[config.mk]
export PLATFORM = sky130hd
export DESIGN_NAME = tpu_c_drain_flat
export DESIGN_NICKNAME = d
export VERILOG_FILES = /design/src/rtl/tpu_c_drain_if.sv /design/src/rtl/tpu_c_drain.sv /design/src/flat_wrapper.sv
export SDC_FILE = /design/constraint.sdc
export NUM_CORES = 1
export LEC_CHECK = 0
export ABC_AREA = 1
export CAP_MARGIN = 40
export CELL_PAD_IN_SITES_DETAIL_PLACEMENT = 2
export CELL_PAD_IN_SITES_GLOBAL_PLACEMENT = 2
export CORE_ASPECT_RATIO = 1.25
export CORE_MARGIN = 10
export CORE_UTILIZATION = 17
export DETAILED_ROUTE_END_ITERATION = 7
export GPL_TIMING_DRIVEN = 1
export PLACE_DENSITY = 0.74
export SYNTH_ARGS = -nofsm -noshare
export SYNTH_HDL_FRONTEND = slang
export SYNTH_SLANG_ARGS = --single-unit
[constraint.sdc]
create_clock -name clk -period 1.3 [get_ports clk]
set_input_delay 0.39 -clock clk [delete_from_list [all_inputs] [get_ports clk]]
set_output_delay 0.39 -clock clk [all_outputs]
set_load 0.05 [all_outputs]
[src/rtl/tpu_c_drain_if.sv]
// Result stream from the C-drain block to its sink: one array row per beat.
interface tpu_c_drain_if #(
    parameter int BITS_C = 16,
    parameter int ROWS   = 8,
    parameter int COLS   = 8
);
    localparam int ROW_W  = $clog2(ROWS);
    localparam int DATA_W = COLS * BITS_C;

    logic              out_valid;
    logic              out_ready;
    logic [DATA_W-1:0] out_data;
    logic [ROW_W-1:0]  out_row;
    logic              out_last;

    modport master (
        output out_valid,
        output out_data,
        output out_row,
        output out_last,
        input  out_ready
    );

    modport slave (
        input  out_valid,
        input  out_data,
        input  out_row,
        input  out_last,
        output out_ready
    );
endinterface

[src/rtl/tpu_c_drain.sv]
// Unloads the accumulated C values of a systolic MAC array. Each wr_en pulse
// shifts every column chain down one row; the bottom row is captured on that
// same edge and streamed out as one beat, bottom row (ROWS-1) first.
module tpu_c_drain #(
    parameter int BITS_C = 16,
    parameter int ROWS   = 8,
    parameter int COLS   = 8
) (
    input  logic                     clk,
    input  logic                     rst_n,
    input  logic                     start,
    output logic                     busy,
    output logic                     done,
    output logic                     wr_en,
    output logic [COLS*BITS_C-1:0]   c_fill,
    input  logic [COLS*BITS_C-1:0]   c_tail,
    tpu_c_drain_if.master            out_if
);
    localparam int ROW_W  = $clog2(ROWS);
    localparam int CNT_W  = $clog2(ROWS + 1);
    localparam int DATA_W = COLS * BITS_C;

    typedef enum logic [1:0] {
        S_IDLE  = 2'd0,
        S_DRAIN = 2'd1,
        S_FLUSH = 2'd2
    } state_t;

    state_t             state_r;
    state_t             state_s;
    logic [CNT_W-1:0]   count_r;
    logic [CNT_W-1:0]   count_s;
    logic               valid_r;
    logic               valid_s;
    logic               done_r;
    logic               done_s;
    logic               cap_s;
    logic               slot_free_s;
    logic [DATA_W-1:0]  data_r;
    logic [ROW_W-1:0]   row_r;
    logic               last_r;

    // Zeros enter at the top so the array is clear once the drain completes.
    assign c_fill = '0;

    // The output slot can take a new row when empty or being emptied this cycle.
    assign slot_free_s = !valid_r || out_if.out_ready;

    // Next-state, shift strobe and capture decisions.
    always_comb begin
        state_s = state_r;
        count_s = count_r;
        valid_s = valid_r;
        done_s  = 1'b0;
        cap_s   = 1'b0;
        wr_en   = 1'b0;
        case (state_r)
            S_IDLE: begin
                if (start) begin
                    state_s = S_DRAIN;
                    count_s = CNT_W'(ROWS);
                end else begin
                    state_s = S_IDLE;
                end
            end
            S_DRAIN: begin
                if (slot_free_s) begin
                    // Shift and capture on the same edge: next cycle sees the next row.
                    wr_en   = 1'b1;
                    cap_s   = 1'b1;
                    valid_s = 1'b1;
                    count_s = count_r - CNT_W'(1);
                    if (count_r == CNT_W'(1)) begin
                        state_s = S_FLUSH;
                    end else begin
                        state_s = S_DRAIN;
                    end
                end else begin
                    // Sink is stalling: hold the chain and the pending beat.
                    state_s = S_DRAIN;
                end
            end
            S_FLUSH: begin
                if (valid_r && out_if.out_ready) begin
                    valid_s = 1'b0;
                    done_s  = 1'b1;
                    state_s = S_IDLE;
                end else begin
                    state_s = S_FLUSH;
                end
            end
            default: begin
                state_s = S_IDLE;
                valid_s = 1'b0;
            end
        endcase
    end

    // Control state registers.
    always_ff @(posedge clk or negedge rst_n) begin
        if (!rst_n) begin
            state_r <= S_IDLE;
            count_r <= CNT_W'(ROWS);
            valid_r <= 1'b0;
            done_r  <= 1'b0;
        end else begin
            state_r <= state_s;
            count_r <= count_s;
            valid_r <= valid_s;
            done_r  <= done_s;
        end
    end

    // Beat payload: captured bit-exact from the bottom row on each shift.
    always_ff @(posedge clk or negedge rst_n) begin
        if (!rst_n) begin
            data_r <= '0;
            row_r  <= '0;
            last_r <= 1'b0;
        end else if (cap_s) begin
            data_r <= c_tail;
            row_r  <= ROW_W'(count_r - CNT_W'(1));
            last_r <= (count_r == CNT_W'(1));
        end
    end

    assign busy             = (state_r != S_IDLE);
    assign done             = done_r;
    assign out_if.out_valid = valid_r;
    assign out_if.out_data  = data_r;
    assign out_if.out_row   = row_r;
    assign out_if.out_last  = last_r;
endmodule
[src/flat_wrapper.sv]
// flat-port wrapper written by rule: the top's interface ports become plain ports
module tpu_c_drain_flat 
#(
    parameter int BITS_C = 16,
    parameter int ROWS   = 8,
    parameter int COLS   = 8
)
  (clk, rst_n, start, busy, done, wr_en, c_fill, c_tail, out_if_out_valid, out_if_out_data, out_if_out_row, out_if_out_last, out_if_out_ready);
  tpu_c_drain_if #(.BITS_C(BITS_C), .ROWS(ROWS), .COLS(COLS)) out_if_i ();
  input  logic clk;
  input  logic rst_n;
  input  logic start;
  output logic busy;
  output logic done;
  output logic wr_en;
  output logic [COLS*BITS_C-1:0] c_fill;
  input  logic [COLS*BITS_C-1:0] c_tail;
  output wire logic [$bits(out_if_i.out_valid)-1:0] out_if_out_valid;
  output wire logic [$bits(out_if_i.out_data)-1:0] out_if_out_data;
  output wire logic [$bits(out_if_i.out_row)-1:0] out_if_out_row;
  output wire logic [$bits(out_if_i.out_last)-1:0] out_if_out_last;
  input wire logic [$bits(out_if_i.out_ready)-1:0] out_if_out_ready;
  assign out_if_out_valid = out_if_i.out_valid;
  assign out_if_out_data = out_if_i.out_data;
  assign out_if_out_row = out_if_i.out_row;
  assign out_if_out_last = out_if_i.out_last;
  assign out_if_i.out_ready = out_if_out_ready;
  tpu_c_drain #(.BITS_C(BITS_C), .ROWS(ROWS), .COLS(COLS)) u_core (.clk(clk), .rst_n(rst_n), .start(start), .busy(busy), .done(done), .wr_en(wr_en), .c_fill(c_fill), .c_tail(c_tail), .out_if(out_if_i));
endmodule
# Word level (Yosys, flattened, before mapping)
# Index checks and enable logic that the tools add are counted.
dict set report totals {
  register_bits 140
  elab_cells 38
}
dict set report classes {
  n_addsub 1
  n_eq_ne 6
  muxes 15
  bitwise 1
  n_reduce_logical 8
}
# cell n
set ops {}
lappend ops {{$mux 4} 2}
lappend ops {{$pmux 4 s2} 1}
lappend ops {{$mux 1} 7}
lappend ops {{$mux 2} 3}
lappend ops {{$pmux 2 s3} 1}
lappend ops {{$reduce_and 3->1} 2}
lappend ops {{$eq 4x1->1 const B} 1}
lappend ops {{$ne 2x1->1 const B} 2}
lappend ops {{$reduce_bool 2->1} 2}
lappend ops {{$sub 4x1->4 const B} 1}
lappend ops {{$pmux 1 s3} 1}
lappend ops {{$eq 2x1->1 const B} 1}
lappend ops {{$eq 2x2->1 const B} 1}
lappend ops {{$logic_not 2->1} 1}
lappend ops {{$ne 2x2->1 const B} 1}
lappend ops {{$logic_and 1x1->1} 1}
lappend ops {{$logic_not 1->1} 1}
lappend ops {{$logic_or 1x1->1} 1}
lappend ops {{$not 1->1} 1}

# Longest topological paths before layout
# Gate-level depths: netlist of run 1.
dict set report depth {
  ltp_word 4
  depth_mapped 7
  mapped_depth_nobuf 6
}

# Worst setup path before layout of run 1
# OpenSTA, ideal clock, no wires.
dict set report synth_path {
  path_type {flip-flop to output port}
  start {register u_core.valid_r (netlist: u_core.out_if.out_valid)}
  end {output wr_en}
  t_arrival_ns 1.286
  required_ns 0.910
  slack_ns -0.376
  path_stages_with_launch 5
  path_buffers 1
  cell_sequence {dfrtp_1 > inv_1 > nor2_1 > nor2_2 > buf_2}
}
dict set report synth_between {
  elab_chain_len 4
}
# element line
set synth_rtl {}
lappend synth_rtl {{start, declared} tpu_c_drain.sv:33} ;# logic valid_r;
lappend synth_rtl {{start signal, assigned} tpu_c_drain.sv:109} ;# valid_r <= valid_s;
lappend synth_rtl {{$logic_not 1->1} tpu_c_drain.sv:47} ;# assign slot_free_s = !valid_r || out_if.out_ready;
lappend synth_rtl {{$logic_or 1x1->1} tpu_c_drain.sv:47}
lappend synth_rtl {{$mux 1} tpu_c_drain.sv:67} ;# if (slot_free_s) begin
lappend synth_rtl {{$mux 1} tpu_c_drain.sv:57} ;# case (state_r)
lappend synth_rtl {{end, declared} flat_wrapper.sv:15} ;# output logic wr_en;
# No other way between the ends.

# Worst setup path after layout of run 1
dict set report layout_path {
  start {input out_if_out_ready}
  end {output wr_en}
}
dict set report layout_between {
  elab_chain_len 3
}
# element line
set layout_rtl {}
lappend layout_rtl {{start, declared} flat_wrapper.sv:22} ;# input wire logic [$bits(out_if_i.out_ready)-1:0] out_if_out_ready;
lappend layout_rtl {{$logic_or 1x1->1} tpu_c_drain.sv:47}
lappend layout_rtl {{$mux 1} tpu_c_drain.sv:67}
lappend layout_rtl {{$mux 1} tpu_c_drain.sv:57}
# No other way between the ends.

==> results of run 1 <==
[layer usage]
metal	share of wire, %	routed length (µm)	GRT usage, %	vias up
li1	-	-	-	2770
met1	34	12100	11.8	3173
met2	56	19700	22.8	293
met3	7.7	2730	5.55	42
met4	2.8	994	5.79	2
met5	0.034	12	0	-
[through the flow]
step / hold WS [ns] / cells / power [mW] / area, µm² / util, %
after floorplan: 0.0944 / 856 / 19.2 / 6810 / -
final: 0.415 / 1634 / 43.4 / 13500 / 37.1
after global routing: 0.423 / 1634 / 45.3 / 13500 / 37.1
after detailed placement: 0.286 / 1477 / 31.9 / 10700 / 29.3
after global placement: 0.287 / 1477 / 31.4 / 10700 / 29.3
after CTS: 0.402 / 1547 / 38.1 / 11600 / 32.0
[flip-flops by register name (all words and copies together), names as in the netlist]
name and flops:
u_core.out_if.out_last 1, u_core.state_r 2, u_core.out_if.out_data 128, u_core.done 1, u_core.count_r 4, u_core.out_if.out_valid 1
u_core.out_if.out_row 3
[cell usage after synthesis (all sizes together)]
| master | count |
|---|---|
| buf | 149 |
| clkbuf | 7 |
| conb | 1 |
| dfrtp | 139 |
| dfstp | 1 |
| ha | 2 |
| inv | 8 |
| nand2 | 403 |
| nand3 | 4 |
| nor2 | 4 |
| nor4 | 1 |
| o211ai | 1 |
| o21ai | 6 |
| o22ai | 1 |
| or2 | 1 |
| xor2 | 1 |
[kinds of logic after synthesis]
family	synth area share [%]
other cells	0.0596
simple gates	24.9
compound gates	0.696
xor+xnor	0.139
buf+inv	18.1
flops	55.7
fa+ha+maj	0.398
[what timing repair did]
| item | 4_1_cts | 5_1_grt |
|---|---|---|
| endpoints found under the hold margin | 18 | 0 |
| hold buffers | 1 | 0 |
| buffers inserted | 37 | 65 |
| pin swaps | 2 | 76 |
| endpoints found under the setup margin | 179 | 274 |
| cloned | 3 | 20 |
| gates resized for setup | 10 | 312 |
[layout make-up]
type                       instances  area share (%)
clock buffer                      21            3.34
tap                              480            4.45
clock inverter                     8           0.714
timing repair buffer             420            42.9
multi-input combinational        552            22.1
inverter                           8           0.222
sequential                       140            26.2
antenna                            5          0.0927
[worst paths after layout]
check / endpoint / slack (ns) / depth (start not counted)
max in group asynchronous: u_core.out_if.out_valid / 0.34 / 3
hold / removal: u_core.out_if.out_data[53] / 0.42 / 2
min in group clk: u_core.out_if.out_data[17] / 0.48 / 3
setup reg to reg: u_core.out_if.out_data[66] / -0.26 / 8
setup / recovery: wr_en / -0.40 / 4
hold reg to reg: u_core.count_r[3] / 0.50 / 2
[report_power, final]
| part | switching [mW] | internal, mW | leakage, nW |
|---|---|---|---|
| logic | 15.5 | 13.7 | 4.75 |
| clock network | 2.01 | 2.83 | 0.268 |
| registers | 2.73 | 6.63 | 1.68 |
==> Flow_metrics.wiki, run 1 <==
{| class="wikitable"
! Metric !! Value
|-
| Status || complete, but fails checks
|-
| Violated checks || negative setup slack
|-
| Post-detailed-route count of antenna-violating nets || 0
|-
| Starting density of the core || 17.3%
|-
| Nets || 1273
|-
| Final hold viol count || 0
|-
| Number of remaining DRC errors || 0
|-
| Vias in the first global route || 6849
|-
| VDD IR-drop max || 0.000854 V
|-
| Setup Total Neg Slack || -39.18 ns
|-
| Gate family responsible for the most delay along the worst path || buffers and inverters
|-
| Crit path buf inv count || 2
|-
| Maximum frequency from static timing analysis || 587 MHz
|-
| Critical Path Source Type || primary input
|-
| Portion of synthesized cell area occupied by the leading cell type || 55.3%
|-
| Detailed placement HPWL || 21600 µm
|-
| Area added between synthesis and finish || 114%
|-
| Leakage dissipation || 6.70 nW
|-
| Overall Global Routing Usage || 12.6%
|-
| Critical Path Sink Type || output pin
|-
| Synth Area per Inst || 8.63 µm²
|-
| Clock skew || 0.0120 ns
|-
| Count of routing violations after the opening detailed-route iteration || 167
|-
| Cells traversed along the worst timing path || clkdlybuf4s50_1 -> nor2_4 -> nor2_4 -> buf_12
|-
| Die Height || 235 µm
|-
| # fillers || 3822
|-
| Fraction of layout instances using a drive strength above 1 || 46.6%
|-
| Wirelength, routed || 35500 µm
|-
| Crit path top cell by count || sky130_fd_sc_hd__nor2_4
|-
| Buffer depth of the longest clock path || 2
|-
| Setup violators final || 273
|-
| Via-per-instance ratio || 3.84
|-
| Clock Root Buffer || sky130_fd_sc_hd__clkbuf_16
|-
| Cts bufs inserted || 17
|-
| Core region area || 36400 µm²
|-
| Cell variety after synth || 21
|-
| Unrepaired setup endpoints after global routing || true
|-
| Area of the multi-input gates || 2980 µm²
|-
| Minimum clock period || 1.70 ns
|-
| Ranking of synthesized cells by area || sky130_fd_sc_hd__dfrtp_1, sky130_fd_sc_hd__nand2_1, sky130_fd_sc_hd__buf_4
|-
| GR Overflow Total || 0
|-
| Number of standard cells after synthesis || 729
|-
| Pin count of the biggest net entering global routing || 47
|-
| Most common cell after layout, fill and taps aside || sky130_fd_sc_hd__nand2_1
|-
| Slowest cell on the critical path || sky130_fd_sc_hd__clkdlybuf4s50_1
|-
| Required time at the worst-slack endpoint || 0.91 ns
|-
| Number of ports placed on the die boundary || 396
|-
| Clock Pin Slew Worst Setup and Hold Paths || 0.06 ns
|-
| Crit path arrival time || 1.31 ns
|-
| H-tree depth || 4
|-
| Overall die area || 45200 µm²
|-
| Number of detailed-routing iterations run before antenna repair || 4
|-
| Period utilization || 131%
|-
| Number of I/O port buffers || 267
|-
| Power density of the placed cells || 3220 nW/µm²
|-
| Start of the worst register-to-register path || u_core.state_r[0]
|-
| Worst path max stage delay || 0.56 ns
|-
| Critical path class || primary input to output pin
|-
| Die outline width || 192 µm
|-
| Via count || 6280
|-
| TritonCTS clock tree || done
|-
| Max Fanout on Critical Path || 2
|-
| Max-cap violations || 0
|-
| Post-place setup slack || -0.459 ns
|-
| Worst min path class || primary input to async pin
|-
| Routability-driven placement congestion ratio || 0.710
|-
| Synth Cell Area || 6290 µm²
|-
| Sink count of the clock tree || 140
|-
| Synth Warn # || 0
|-
| Source-to-sink clock delay at the later pin of the worst-skew pair || 0.45 ns
|-
| Top library cells by usage in the layout, fill and taps aside || sky130_fd_sc_hd__nand2_1, sky130_fd_sc_hd__buf_12, sky130_fd_sc_hd__clkdlybuf4s50_1
|-
| Total of flip-flops plus latches after synthesis || 140
|-
| Number of rows in the core area || 78
|-
| Synth area leader || sky130_fd_sc_hd__dfrtp_1
|-
| Final critical-path setup slack || -0.403 ns
|-
| Global-route wire length before repair || 42900 µm
|-
| CP Launch Point || out_if_out_ready
|-
| Average wire per cell in the routed design || 21.7 µm
|-
| Number of antenna violations at the first check in global routing || 6
|-
| Final number of max-transition violations || 0
|-
| Sequential Area || 3540 µm²
|-
| Sequential fraction of the synthesis area || 55.7%
|}
No activity file was read; power rests on OpenSTA's default activity.
==> inputs of run 2 (changes only) <==
--- a/config.mk
+++ b/config.mk
@@ -10,7 +10,6 @@
 export CELL_PAD_IN_SITES_DETAIL_PLACEMENT = 2
 export CELL_PAD_IN_SITES_GLOBAL_PLACEMENT = 2
 export CORE_ASPECT_RATIO = 1.25
-export CORE_MARGIN = 10
 export CORE_UTILIZATION = 17
 export DETAILED_ROUTE_END_ITERATION = 7
 export GPL_TIMING_DRIVEN = 1
==> run 2 against run 1 <==
Against the previous run: via count increased by 1.7%; sequential cell count did not move; register-to-register slack worse by 0.06 ns; the run still ends with negative setup slack left; worst setup slack worse by 0.066 ns; clock power grew 9.9%; critical path depth increased by 1; sequential share of layout area decreased by 0.84 points; sequential power up 0.5%; non-clock buffer count increased by 37; cell area rose by 4.1%.
==> Flow_metrics.wiki, run 2 (synthesis results as in run 1) <==
{| class="wikitable"
! Metric !! Value
|-
| Routability-driven placement congestion ratio || 0.736
|-
| Required time at the worst-slack endpoint || 0.91 ns
|-
| Sink count of the clock tree || 140
|-
| Post-Route Hold Slack || 0.414 ns
|-
| Period utilization || 136%
|-
| Max Fanout on Critical Path || 2
|-
| Register-to-register setup slack || -0.32 ns
|-
| Number of I/O port buffers || 267
|-
| RR Endpoint || u_core.out_if.out_data[99]
|-
| Via count || 6387
|-
| Post-route design area || 14000 µm²
|-
| Max-cap violations || 0
|-
| Leakage dissipation || 6.93 nW
|-
| Fraction of layout instances using a drive strength above 1 || 52.5%
|-
| Number of rows in the core area || 78
|-
| Clock Pin Slew Worst Setup and Hold Paths || 0.06 ns
|-
| CP Launch Point || out_if_out_ready
|-
| Cts bufs inserted || 17
|-
| Cells traversed along the worst timing path || clkdlybuf4s50_1 -> nor2_4 -> nor2_4 -> buf_12 -> buf_12
|-
| Core region area || 36400 µm²
|-
| Vias in the first global route || 6909
|-
| Detailed placement HPWL || 17700 µm
|-
| Proportion of total power due to net switching || 45.7%
|-
| Source-to-sink clock delay at the later pin of the worst-skew pair || 0.44 ns
|-
| Clock skew || 0.00888 ns
|-
| Violated checks || negative setup slack
|-
| Average wire per cell in the routed design || 19.4 µm
|-
| Nets || 1314
|-
| # fillers || 3805
|-
| Start of the worst register-to-register path || u_core.state_r[0]
|-
| Starting density of the core || 17.3%
|-
| Crit path arrival time || 1.38 ns
|-
| Buffer depth of the longest clock path || 2
|-
| Power density of the placed cells || 3220 nW/µm²
|-
| Die outline width || 174 µm
|-
| Number of detailed-routing iterations run before antenna repair || 4
|-
| Via-per-instance ratio || 3.81
|-
| Global-route wire length before repair || 42200 µm
|-
| Post-detailed-route count of antenna-violating nets || 0
|-
| Reg2reg path depth || 10
|-
| Largest register FFs || 128
|-
| Minimum clock period || 1.77 ns
|-
| Number of antenna violations at the first check in global routing || 3
|-
| Number of remaining DRC errors || 0
|-
| Sequential power share || 20.8%
|-
| Slowest cell on the critical path || sky130_fd_sc_hd__clkdlybuf4s50_1
|-
| End point of the critical path || wr_en
|-
| Status || complete, but fails checks
|-
| Final hold viol count || 0
|-
| Setup violators final || 274
|-
| Die Height || 217 µm
|-
| Final number of max-transition violations || 0
|-
| Clock share of power || 11.8%
|-
| Critical Path Sink Type || output pin
|-
| Internal Dissipation || 24.6 mW
|-
| Pin count of the biggest net entering global routing || 37
|-
| Critical path class || primary input to output pin
|-
| VDD IR-drop max || 0.000891 V
|-
| H-tree depth || 4
|-
| Area added between synthesis and finish || 123%
|-
| Proportion of power drawn by combinational gates || 67.4%
|-
| Overall die area || 37800 µm²
|-
| GR Overflow Total || 0
|-
| Psw || 20.7 mW
|-
| Number of ports placed on the die boundary || 396
|-
| Unrepaired setup endpoints after global routing || true
|-
| Final critical-path setup slack || -0.469 ns
|-
| Clock Root Buffer || sky130_fd_sc_hd__clkbuf_16
|-
| Maximum frequency from static timing analysis || 565 MHz
|-
| TritonCTS clock tree || done
|-
| Worst path max stage delay || 0.53 ns
|-
| Most common cell after layout, fill and taps aside || sky130_fd_sc_hd__nand2_1
|-
| Worst min path class || primary input to async pin
|-
| Overall Global Routing Usage || 15.3%
|-
| Count of routing violations after the opening detailed-route iteration || 192
|-
| Top library cells by usage in the layout, fill and taps aside || sky130_fd_sc_hd__nand2_1, sky130_fd_sc_hd__buf_12, sky130_fd_sc_hd__buf_4
|-
| Critical Path Source Type || primary input
|-
| Wirelength, routed || 32600 µm
|-
| Standard cell area after detailed placement || 10700 µm²
|-
| Post-place setup slack || -0.491 ns
|}
run 2: worst min path at each step:
| stage | endpoint | startpoint | cells past startpoint |
|---|---|---|---|
| after floorplan | u_core.count_r[0] | rst_n | 0 |
| after global placement | u_core.out_if.out_data[112] | rst_n | 1 |
| after detailed placement | u_core.out_if.out_data[112] | rst_n | 1 |
| after CTS | u_core.out_if.out_data[112] | rst_n | 2 |
| after global routing | u_core.out_if.out_data[85] | rst_n | 2 |
| final | u_core.out_if.out_data[85] | rst_n | 2 |
run 2: per-layer routing:
| metal | global-route usage [%] | share of wire [%] |
|---|---|---|
| met1 | 14.2 | 32 |
| met2 | 30.4 | 59 |
| met3 | 3.97 | 5.8 |
| met4 | 7.57 | 3.2 |
| met5 | 0 | 0 |
run 2: per-stage QoR:
| stage | cells | utilization (%) | power [mW] | TNS, ns |
|---|---|---|---|---|
| floorplan | 856 | - | 19.2 | -1.95 |
| global placement | 1476 | 29.3 | 31.0 | -54.82 |
| detailed placement | 1476 | 29.3 | 31.5 | -59.76 |
| CTS | 1587 | 34.4 | 40.5 | -61.71 |
| global route | 1676 | 38.6 | 46.9 | -60.55 |
| finish | 1676 | 38.6 | 45.2 | -45.62 |
run 2: power by group through the flow:
stage	combinational, mW	sequential, mW	clock (mW)
final	30.5	9.41	5.32
after detailed placement	22.5	9.08	0
after floorplan	4.10	15.1	0
after CTS	26.0	8.99	5.47
after global placement	22.1	8.89	0
after global routing	31.6	9.64	5.64
run 2: critical path, delay by kind of cell:
| family | cells | cell delay (ns) |
|---|---|---|
| simple gates | 2 | 0.21 |
| buf+inv | 3 | 0.77 |
run 2: layout make-up:
cell class | instances | area (µm²) | share of cell area [%]
clock buffers | 21 | 450 | 3.21
inverters | 8 | 32.5 | 0.232
well taps | 480 | 601 | 4.28
flip-flops and latches | 140 | 3570 | 25.4
diodes | 3 | 7.51 | 0.0534
repair buffers | 457 | 6030 | 42.9
multi-input cells | 556 | 3200 | 22.7
clock inverters | 11 | 168 | 1.19
run 2: what timing repair did:
item	4_1_cts	5_1_grt
resized for setup	52	362
cloned	23	3
buffers inserted	56	101
endpoints found under the hold margin	14	0
hold buffers	1	0
pin swaps	4	102
setup endpoints to repair	254	273
